### config.mk
export PLATFORM = sky130hd
export DESIGN_NAME = gate_net_evaluator
export DESIGN_NICKNAME = d
export VERILOG_FILES = /design/src/rtl/gate_net_evaluator.sv
export SDC_FILE = /design/constraint.sdc
export NUM_CORES = 1
export LEC_CHECK = 0
export ABC_AREA = 1
export BUFFER_PORTS_ARGS = -buffer_cell sky130_fd_sc_hd__clkbuf_2
export CAP_MARGIN = 20
export CORE_MARGIN = 5
export CORE_UTILIZATION = 49
export DETAILED_ROUTE_END_ITERATION = 8
export PLACE_DENSITY = 0.71
export SYNTH_ARGS = -nofsm -noshare
export SYNTH_HDL_FRONTEND = slang
export SYNTH_SLANG_ARGS = --single-unit
### constraint.sdc
create_clock -name clk -period 5 [get_ports clk]
set_clock_uncertainty 0.05 [all_clocks]
set_input_delay 1 -clock clk [delete_from_list [all_inputs] [get_ports clk]]
set_output_delay 1 -clock clk [all_outputs]
set_load 0.1 [all_outputs]
### src/rtl/gate_net_evaluator.sv
// rtl/gate_net_evaluator.sv - steps a gate network through every input pattern and scores its outputs against a latched truth table
// Optional per-vector fail map enabled with GATE_EVAL_FAIL_MAP_EN.
module gate_net_evaluator #(
    parameter int IN_W          = 2,
    parameter int OUT_W         = 2,
    parameter int SETTLE_CYCLES = 1
) (
    input  logic                               clk,
    input  logic                               rst_n,
    input  logic                               start,
    input  logic [OUT_W*(1<<IN_W)-1:0]         exp_table,
    output logic [IN_W-1:0]                    net_in,
    input  logic [OUT_W-1:0]                   net_out,
    output logic                               busy,
    output logic                               done,
    output logic [IN_W:0]                      match_count,
    output logic [IN_W:0]                      mismatch_count,
    output logic [IN_W+$clog2(OUT_W):0]        bit_err_count,
    output logic                               first_fail_valid,
`ifdef GATE_EVAL_FAIL_MAP_EN
    output logic [(1<<IN_W)-1:0]               fail_map,
`endif
    output logic [IN_W-1:0]                    first_fail_idx
);

    localparam int N    = 1 << IN_W;
    localparam int BE_W = IN_W + $clog2(OUT_W) + 1;
    localparam int PC_W = $clog2(OUT_W) + 1;
    localparam logic [IN_W:0]   CNT_ONE  = (IN_W+1)'(1);
    localparam logic [IN_W-1:0] IDX_LAST = {IN_W{1'b1}};
    localparam logic [IN_W-1:0] IDX_ONE  = IN_W'(1);
    localparam logic [7:0]      SETTLE_LOAD = 8'(SETTLE_CYCLES);

    typedef enum logic [1:0] {S_IDLE, S_SETTLE, S_SAMPLE, S_DONE} state_t;

    state_t                 state_q, state_d;
    logic [OUT_W*N-1:0]     table_q, table_d;
    logic [IN_W-1:0]        idx_q, idx_d;
    logic [7:0]             cnt_q, cnt_d;
    logic                   busy_q, busy_d;
    logic                   done_q, done_d;
    logic [IN_W:0]          match_q, match_d;
    logic [IN_W:0]          mism_q, mism_d;
    logic [BE_W-1:0]        bit_err_q, bit_err_d;
    logic                   ffv_q, ffv_d;
    logic [IN_W-1:0]        ffi_q, ffi_d;
`ifdef GATE_EVAL_FAIL_MAP_EN
    logic [N-1:0]           fail_map_q, fail_map_d;
`endif

    logic [OUT_W-1:0]       exp_entry;
    logic [OUT_W-1:0]       diff;
    logic [PC_W-1:0]        pop;

    always_comb begin
        exp_entry = table_q[int'(idx_q)*OUT_W +: OUT_W];
        diff      = net_out ^ exp_entry;
        pop       = '0;
        for (int b = 0; b < OUT_W; b++) begin
            pop = pop + PC_W'(diff[b]);
        end
    end

    always_comb begin
        state_d   = state_q;
        table_d   = table_q;
        idx_d     = idx_q;
        cnt_d     = cnt_q;
        busy_d    = busy_q;
        done_d    = 1'b0;
        match_d   = match_q;
        mism_d    = mism_q;
        bit_err_d = bit_err_q;
        ffv_d     = ffv_q;
        ffi_d     = ffi_q;
`ifdef GATE_EVAL_FAIL_MAP_EN
        fail_map_d = fail_map_q;
`endif
        case (state_q)
            S_IDLE: begin
                if (start) begin
                    table_d   = exp_table;
                    idx_d     = '0;
                    cnt_d     = SETTLE_LOAD;
                    busy_d    = 1'b1;
                    match_d   = '0;
                    mism_d    = '0;
                    bit_err_d = '0;
                    ffv_d     = 1'b0;
                    ffi_d     = '0;
`ifdef GATE_EVAL_FAIL_MAP_EN
                    fail_map_d = '0;
`endif
                    state_d   = S_SETTLE;
                end
            end
            S_SETTLE: begin
                // Counter holds the number of SETTLE cycles still to spend, including this one
                cnt_d = cnt_q - 8'd1;
                if (cnt_q <= 8'd1) begin
                    state_d = S_SAMPLE;
                end
            end
            S_SAMPLE: begin
                bit_err_d = bit_err_q + BE_W'(pop);
                if (diff == '0) begin
                    match_d = match_q + CNT_ONE;
                end else begin
                    mism_d = mism_q + CNT_ONE;
                    if (!ffv_q) begin
                        ffv_d = 1'b1;
                        ffi_d = idx_q;
                    end
`ifdef GATE_EVAL_FAIL_MAP_EN
                    fail_map_d[idx_q] = 1'b1;
`endif
                end
                if (idx_q == IDX_LAST) begin
                    busy_d  = 1'b0;
                    done_d  = 1'b1;
                    state_d = S_DONE;
                end else begin
                    idx_d   = idx_q + IDX_ONE;
                    cnt_d   = SETTLE_LOAD;
                    state_d = S_SETTLE;
                end
            end
            S_DONE: begin
                state_d = S_IDLE;
            end
            default: begin
                state_d = S_IDLE;
            end
        endcase
    end

    always_ff @(posedge clk) begin
        if (!rst_n) begin
            state_q   <= S_IDLE;
            table_q   <= '0;
            idx_q     <= '0;
            cnt_q     <= '0;
            busy_q    <= 1'b0;
            done_q    <= 1'b0;
            match_q   <= '0;
            mism_q    <= '0;
            bit_err_q <= '0;
            ffv_q     <= 1'b0;
            ffi_q     <= '0;
`ifdef GATE_EVAL_FAIL_MAP_EN
            fail_map_q <= '0;
`endif
        end else begin
            state_q   <= state_d;
            table_q   <= table_d;
            idx_q     <= idx_d;
            cnt_q     <= cnt_d;
            busy_q    <= busy_d;
            done_q    <= done_d;
            match_q   <= match_d;
            mism_q    <= mism_d;
            bit_err_q <= bit_err_d;
            ffv_q     <= ffv_d;
            ffi_q     <= ffi_d;
`ifdef GATE_EVAL_FAIL_MAP_EN
            fail_map_q <= fail_map_d;
`endif
        end
    end

    assign net_in           = idx_q;
    assign busy             = busy_q;
    assign done             = done_q;
    assign match_count      = match_q;
    assign mismatch_count   = mism_q;
    assign bit_err_count    = bit_err_q;
    assign first_fail_valid = ffv_q;
    assign first_fail_idx   = ffi_q;
`ifdef GATE_EVAL_FAIL_MAP_EN
    assign fail_map         = fail_map_q;
`endif

endmodule
# Yosys cells after proc, flatten, opt, wreduce, memory -nomap -nowiden
# Index checks and enable logic that the tools add are counted.
# word_totals
reg_bits,35
# classes
add_sub_neg,6
magnitude_cmp,1
eq_ne,11
n_shift,1
mux,27
n_bitwise,1
reduce_logical,14
# op_table
op,n
$pmux W8 S3,1
$mux W8,2
$reduce_and A3 Y1,5
$mux W2,7
$ne A2 B2 Y1 const B,7
$pmux W3 S2,2
$mux W3,3
$le A8 B1 Y1 const B,1
$pmux W2 S2,2
$pmux W2 S4,1
$pmux W4 S2,1
$reduce_and A2 Y1,4
$shiftx A8 B4 Y2,1
$sub A8 B1 Y8 const B,1
$add A3 B1 Y3 const B,2
$eq A2 B2 Y1 const B,3
$mux W1,5
$add A4 B2 Y4,1
$logic_not A2 Y1,2
$mux W4,1
$pmux W1 S2,2
$reduce_and A4 Y1,1
$reduce_bool A3 Y1,1
$add A1 B1 Y2,1
4 further kinds,4

# Longest topological paths before layout
# Gate-level depths: netlist (run 1).
# logic_depth
word_depth,5
mapped_depth,12

# Worst setup path after synthesis (run 1)
# OpenSTA, ideal clock, no wires.
# synth_timing
path_kind,register -> register
startpoint,"reg idx_q[0], in the netlist net_in[0]"
endpoint,"reg bit_err_q[2], in the netlist bit_err_count[2]"
setup_ns,0.070
arrival_time_ns,2.541
required_ns,4.880
path_slack_ns,2.339
stages_incl_launch_ff,12
path_buffers,0
synth_period_minus_slack_ns,2.661
cell_sequence,dfxtp_1 inv_2 nand2_1 nand3_1 nand3_1 nand2_4 fa_1 inv_1 ha_1 o21ai_0 a21o_1 a21oi_1
# synth_via
elab_chain_cells,5
# synth_lines
element,line,text
from (decl),38,"logic [IN_W-1:0] idx_q, idx_d;"
from (signal assigned),156,idx_q <= idx_d;
$shiftx A8 B4 Y2,56,exp_entry = table_q[int'(idx_q)*OUT_W +: OUT_W];
$xor A2 B2 Y2,57,diff = net_out ^ exp_entry;
$add A1 B1 Y2,60,pop = pop + PC_W'(diff[b]);
$add A4 B2 Y4,105,bit_err_d = bit_err_q + BE_W'(pop);
$pmux W4 S2,79,case (state_q)
to (signal assigned),162,bit_err_q <= bit_err_d;
to (decl),44,"logic [BE_W-1:0] bit_err_q, bit_err_d;"
# Every way passes these cells.
# A chain may end at the register's enable or synchronous reset.

# Worst setup path after layout (run 1)
# layout_timing
startpoint,in start
endpoint,"reg ffi_q[1], in the netlist first_fail_idx[1]"
# layout_via
elab_chain_cells,2
# layout_lines
element,line,text
from (decl),10,"input logic start,"
$ne A2 B2 Y1 (no line),-,
$reduce_and A4 Y1 (no line),-,
to (signal assigned),164,ffi_q <= ffi_d;
to (decl),46,"logic [IN_W-1:0] ffi_q, ffi_d;"
# Every way passes these cells.

==> run metrics, run 1 <==
Clock transition at path regs=0.09 ns; Avg WL per Cell=10.7 µm; Mapped Area=0.00170 mm²; Slew HR=0.298; Post-Syn Instances=235; Rows=21; clock sinks=35; CP Max Fanout=17; CTS buffer count=5; vias per inst=4.80; # IOs=30; Synth cell types=35; global-route wire length before repair=5.49 mm; Min Clock Period, post-route=3.05 ns; post-synthesis compound-gate area fraction=0.133; met3 WL=185 µm; final worst-path cycle share=0.610; TritonRoute pass-1 iters=4; post-synth net total=255; GP Congestion=0.731; Die H=69.0 µm; Worst Path Arrival=3.23 ns; final WL=3.30 mm; WS Path Type=in2reg; Clock Path Buffers=2; antenna violations before repair=0; Synth Warn #=0; clk root buf=clkbuf_4; fill count=344; Power Dens Cells=446 mW/mm²; register area share after synthesis=0.411; commonest non-fill, non-tap cell in the layout=nand2_1; static leakage=0.877 nW; grt ovf=0; cell taking the most area after synthesis=dfxtp_1; Synth Register Bits=35; initial DRC count=57; post-cts sizing count=0; DR WL met2=1.47 mm; IO buf count=29; layout cells sized above 1=0.179; die area=0.00476 mm²; Core ar.=0.00336 mm²; synthesized area per cell=7.25 µm²; maximum clock frequency=328 MHz; Antenna Nets Post-Route=0; crit start category=primary input; share of the synthesized area in the top cell type=0.411; Peak VDD IR=0.174 mV; Worst-Margin Slew=1.05 ns; largest family of logic cells by synthesized area=simple AND/OR/NAND/NOR gates; r2r startpoint=state_q[0]; WP data required=5.18 ns; number of global-route vias before repair=1,253; Post-CTS Hold Buffers=0; r2r setup slk=2.34 ns; Final Hold Vio Count=0; final slew viol count=0; CTS tree=built; HPWL Detailed=2.45 mm; HP Class=reg2reg; Layout area overhead=12.0%; outcome=finished clean; Setup crit end=first_fail_idx[1]; M1 WL=1.62 mm; Crit. End Element=flip-flop; RSZ-0062 raised after global routing=false; fraction of synthesized area in multiplexers=0; Setup crit start=start; Initial Utilization=0.507; # setup viols final=0; chip width=69.0 µm; Worst-Skew Late Latency=0.32 ns; Post-CTS Setup Inserts=0; routed via count=1,482; Post-Synth Adder-Cell Area=0.0558; Synth Area in XOR/XNOR=0.0154; nets=284; Antenna Cells=0; DRC=0; R2R depth=6; RR Endpoint=first_fail_idx[1]; Power Total=0.000851 W; uppermost layer routed=met4; H-tree level count=2; Fin Setup TNS=0 ns; Synth Area in Simple Gates=0.302; GRT Total Usage=0.153; most frequent cells in the layout=42 x nand2_1, 39 x nor2_1, 35 x dfxtp_1, 29 x clkbuf_2, 23 x inv_1; largest net degree at the start of global routing=22; Max Cap Viol=0; Min-Delay Startpoint=cnt_q[3]; top cells by area, synth=dfxtp_1 41%, nand2_1 9.3%, nor2_1 8.6%, a21oi_1 5.6%, inv_1 5.1%
-- state kept, by name (all words and copies together), names as in the netlist --
register          count
table_q               8
cnt_q                 8
mismatch_count        3
state_q               2
first_fail_valid      1
bit_err_count         4
first_fail_idx        2
done                  1
net_in                2
match_count           3
busy                  1
-- cells by family after synthesis --
kind of cell | after synthesis
flip-flops | 35
buffers and inverters | 34
AO/OA/AOI/OAI | 42
AND/OR/NAND/NOR | 114
XOR/XNOR | 3
adder cells (fa/ha/maj) | 7
-- power by group --
part | total [W] | switching, W | internal [W]
Clock | 0.000132 | 0.0000825 | 0.0000500
Combinational | 0.000357 | 0.000263 | 0.0000943
Sequential | 0.000361 | 0.0000359 | 0.000325
-- per-stage QoR --
step / std cells / cell area [µm²] / utilization / setup WS (ns) / hold WS [ns]
CTS: 309 / 1910 / 0.567 / 1.97 / 0.433
detailed placement: 303 / 1870 / 0.555 / 1.63 / 0.418
floorplan: 235 / 1700 / - / 2.34 / 0.402
global route: 309 / 1910 / 0.567 / 1.61 / 0.452
finish: 309 / 1910 / 0.567 / 1.95 / 0.430
global placement: 303 / 1870 / 0.555 / 1.68 / 0.420
-- critical path, cell delays in order --
cell and delay [ns]:
clkbuf_2 0.09, inv_1 0.03, nor3_1 0.79, clkinv_1 0.72
o21ai_1 0.38, nand3_1 0.11, nand2_1 0.07, nor2_1 0.04
-- cells in the mapped netlist --
cell type	number
or2_1	1
dfxtp_1	35
a211oi_1	1
o21a_1	1
nand2_1	42
nand3b_1	1
nand3_1	17
nor2_4	1
nor3b_1	1
or2_2	1
clkbuf_1	3
buf_4	1
buf_2	2
nand2_4	1
a21o_1	2
nand3_4	1
ha_1	6
nand3_2	1
and2_1	1
xor2_1	1
o32ai_1	1
nor2_1	39
nor3_1	2
inv_1	23
a21oi_1	19
xnor2_1	2
o21ai_0	16
nand2_2	4
buf_6	1
fa_1	1
clkinv_1	1
inv_2	3
o211ai_1	1
o21ai_1	1
nor2_2	1
-- area by class of cell --
type / instances / area (µm²) / area share
multi-input cells: 166 / 862 / 0.452
flip-flops and latches: 35 / 701 / 0.367
repair buffers: 29 / 145 / 0.0761
inverters: 27 / 101 / 0.0531
well taps: 46 / 57.6 / 0.0302
clock buffers: 6 / 41.3 / 0.0216
-- worst min-delay path by stage --
stage,cells past startpoint,end,slack [ns]
6_report,2,cnt_q[3],0.43
5_1_grt,2,cnt_q[3],0.45
4_1_cts,2,cnt_q[3],0.43
3_5_place_dp,2,cnt_q[3],0.42
3_3_place_gp,2,bit_err_count[0],0.42
2_1_floorplan,2,cnt_q[3],0.40
-- metal layers --
layer,global-route usage,up-vias
li1,-,810
met5,0,-
met2,0.237,32
met3,0.0421,5
met1,0.201,635
met4,0.0584,0
Power figures use the tool's default switching activity.
==> inputs of run 2 (changes only) <==
--- a/config.mk
+++ b/config.mk
@@ -11,7 +11,7 @@
 export CORE_MARGIN = 5
 export CORE_UTILIZATION = 49
 export DETAILED_ROUTE_END_ITERATION = 8
-export PLACE_DENSITY = 0.71
+export PLACE_DENSITY = 0.74
 export SYNTH_ARGS = -nofsm -noshare
 export SYNTH_HDL_FRONTEND = slang
 export SYNTH_SLANG_ARGS = --single-unit
==> constraint.sdc (replaced) <==
create_clock -name clk -period 2.62 [get_ports clk]
set_clock_uncertainty 0.05 [all_clocks]
set_input_delay 0.524 -clock clk [delete_from_list [all_inputs] [get_ports clk]]
set_output_delay 0.524 -clock clk [all_outputs]
set_load 0.1 [all_outputs]
==> run metrics, run 2 (synthesis gave the netlist of run 1 again) <==
global-route wire length before repair=5.80 mm; R2R depth=11; # setup viols final=0; Layout area overhead=13.4%; GP Congestion=0.796; Antenna Cells=0; number of global-route vias before repair=1,291; final WL=3.32 mm; Clock Path Buffers=2; TritonRoute pass-1 iters=4; Worst-Margin Slew=0.546 ns; CTS tree=built; RSZ-0062 raised after global routing=false; CTS buffer count=5; antenna violations before repair=0; Max Cap Viol=0; Worst-Skew Late Latency=0.34 ns; Crit. End Element=flip-flop; Final Hold Vio Count=0; most frequent cells in the layout=42 x nand2_1, 39 x nor2_1, 34 x dfxtp_1, 29 x clkbuf_2, 23 x inv_1; Die H=69.0 µm; GRT Total Usage=0.164; Fin Setup TNS=0 ns; post-cts sizing count=0; hold slack=0.355 ns; Post-CTS Setup Inserts=0; commonest non-fill, non-tap cell in the layout=nand2_1; largest net degree at the start of global routing=22; static leakage=0.892 nW; nets=286; clock sinks=35; WS Path Type=reg2reg; Initial Utilization=0.507; maximum clock frequency=513 MHz; HP Class=in2reg; initial DRC count=70; Worst Path Arrival=2.18 ns; met2 Use GR=0.248; Min Clock Period, post-route=1.95 ns; Rows=21; final worst-path cycle share=0.744; global-route met3 utilization=0.0535; HPWL Detailed=2.42 mm; CP Max Fanout=6; gr busiest metal=met2; crit start category=flip-flop; die area=0.00476 mm²; DRC=0; WP data required=2.85 ns; Post-CTS Hold Buffers=0; final slew viol count=0; # IOs=30; Power Dens Cells=857 mW/mm²; Setup WS post-layout=0.671 ns; routed via count=1,507; clk root buf=clkbuf_4; Core ar.=0.00336 mm²; Peak VDD IR=0.347 mV; IO buf count=29; M1 GR Usage=0.219; grt ovf=0; Antenna Nets Post-Route=0; setup slack at placement=0.668 ns; Slew HR=0.637; H-tree level count=2; outcome=finished clean; Clock transition at path regs=0.11 ns; Avg WL per Cell=10.6 µm; hold-critical path depth=3; chip width=69.0 µm; vias per inst=4.81; layout cells sized above 1=0.191
run 2: per-stage QoR:
step           instances  area, µm²  total power (W)  utilization
6_report             313       1930          0.00166        0.575
5_1_grt              313       1930          0.00179        0.575
2_1_floorplan        235       1710          0.00128            -
3_3_place_gp         305       1880          0.00139        0.560
4_1_cts              313       1930          0.00168        0.575
3_5_place_dp         305       1880          0.00139        0.560
run 2: critical path: stages (launching register included):
cell,delay (ns)
dfxtp_1,0.44
inv_1,0.11
nand3_1,0.12
nand2_1,0.07
nand2_2,0.07
nand2_4,0.06
fa_1,0.38
inv_1,0.08
ha_1,0.16
o21ai_0,0.07
a21o_1,0.17
a21oi_1,0.10
run 2: area by class of cell:
class | count | area, µm²
flip-flops and latches | 35 | 702
inverters | 27 | 101
repair buffers | 31 | 160
well taps | 46 | 57.6
fillers | 342 | 1430
clock inverters | 1 | 5.00
clock buffers | 7 | 45.0
multi-input cells | 166 | 862
run 2: path summary, 6_finish.rpt:
path / startpoint / to / slack, ns
min reg2reg: busy / busy / 0.42
min: exp_table[3] / table_q[3] / 0.35
max: net_in[1] / bit_err_count[2] / 0.67
max reg2reg: net_in[1] / bit_err_count[2] / 0.67
run 2: routing by layer:
layer  routed length (µm)  vias to the layer above
li1                     -                      815
met3                  174                        6
met1                 1740                      656
met4                   53                        0
met2                 1350                       30
met5                    0                        -
run 2: report_power, final:
group	internal (W)	total, W	switching, W
clock	0.000105	0.000276	0.000172
sequential	0.000621	0.000689	0.0000678
combinational	0.000188	0.000693	0.000505
total	0.000913	0.00166	0.000745
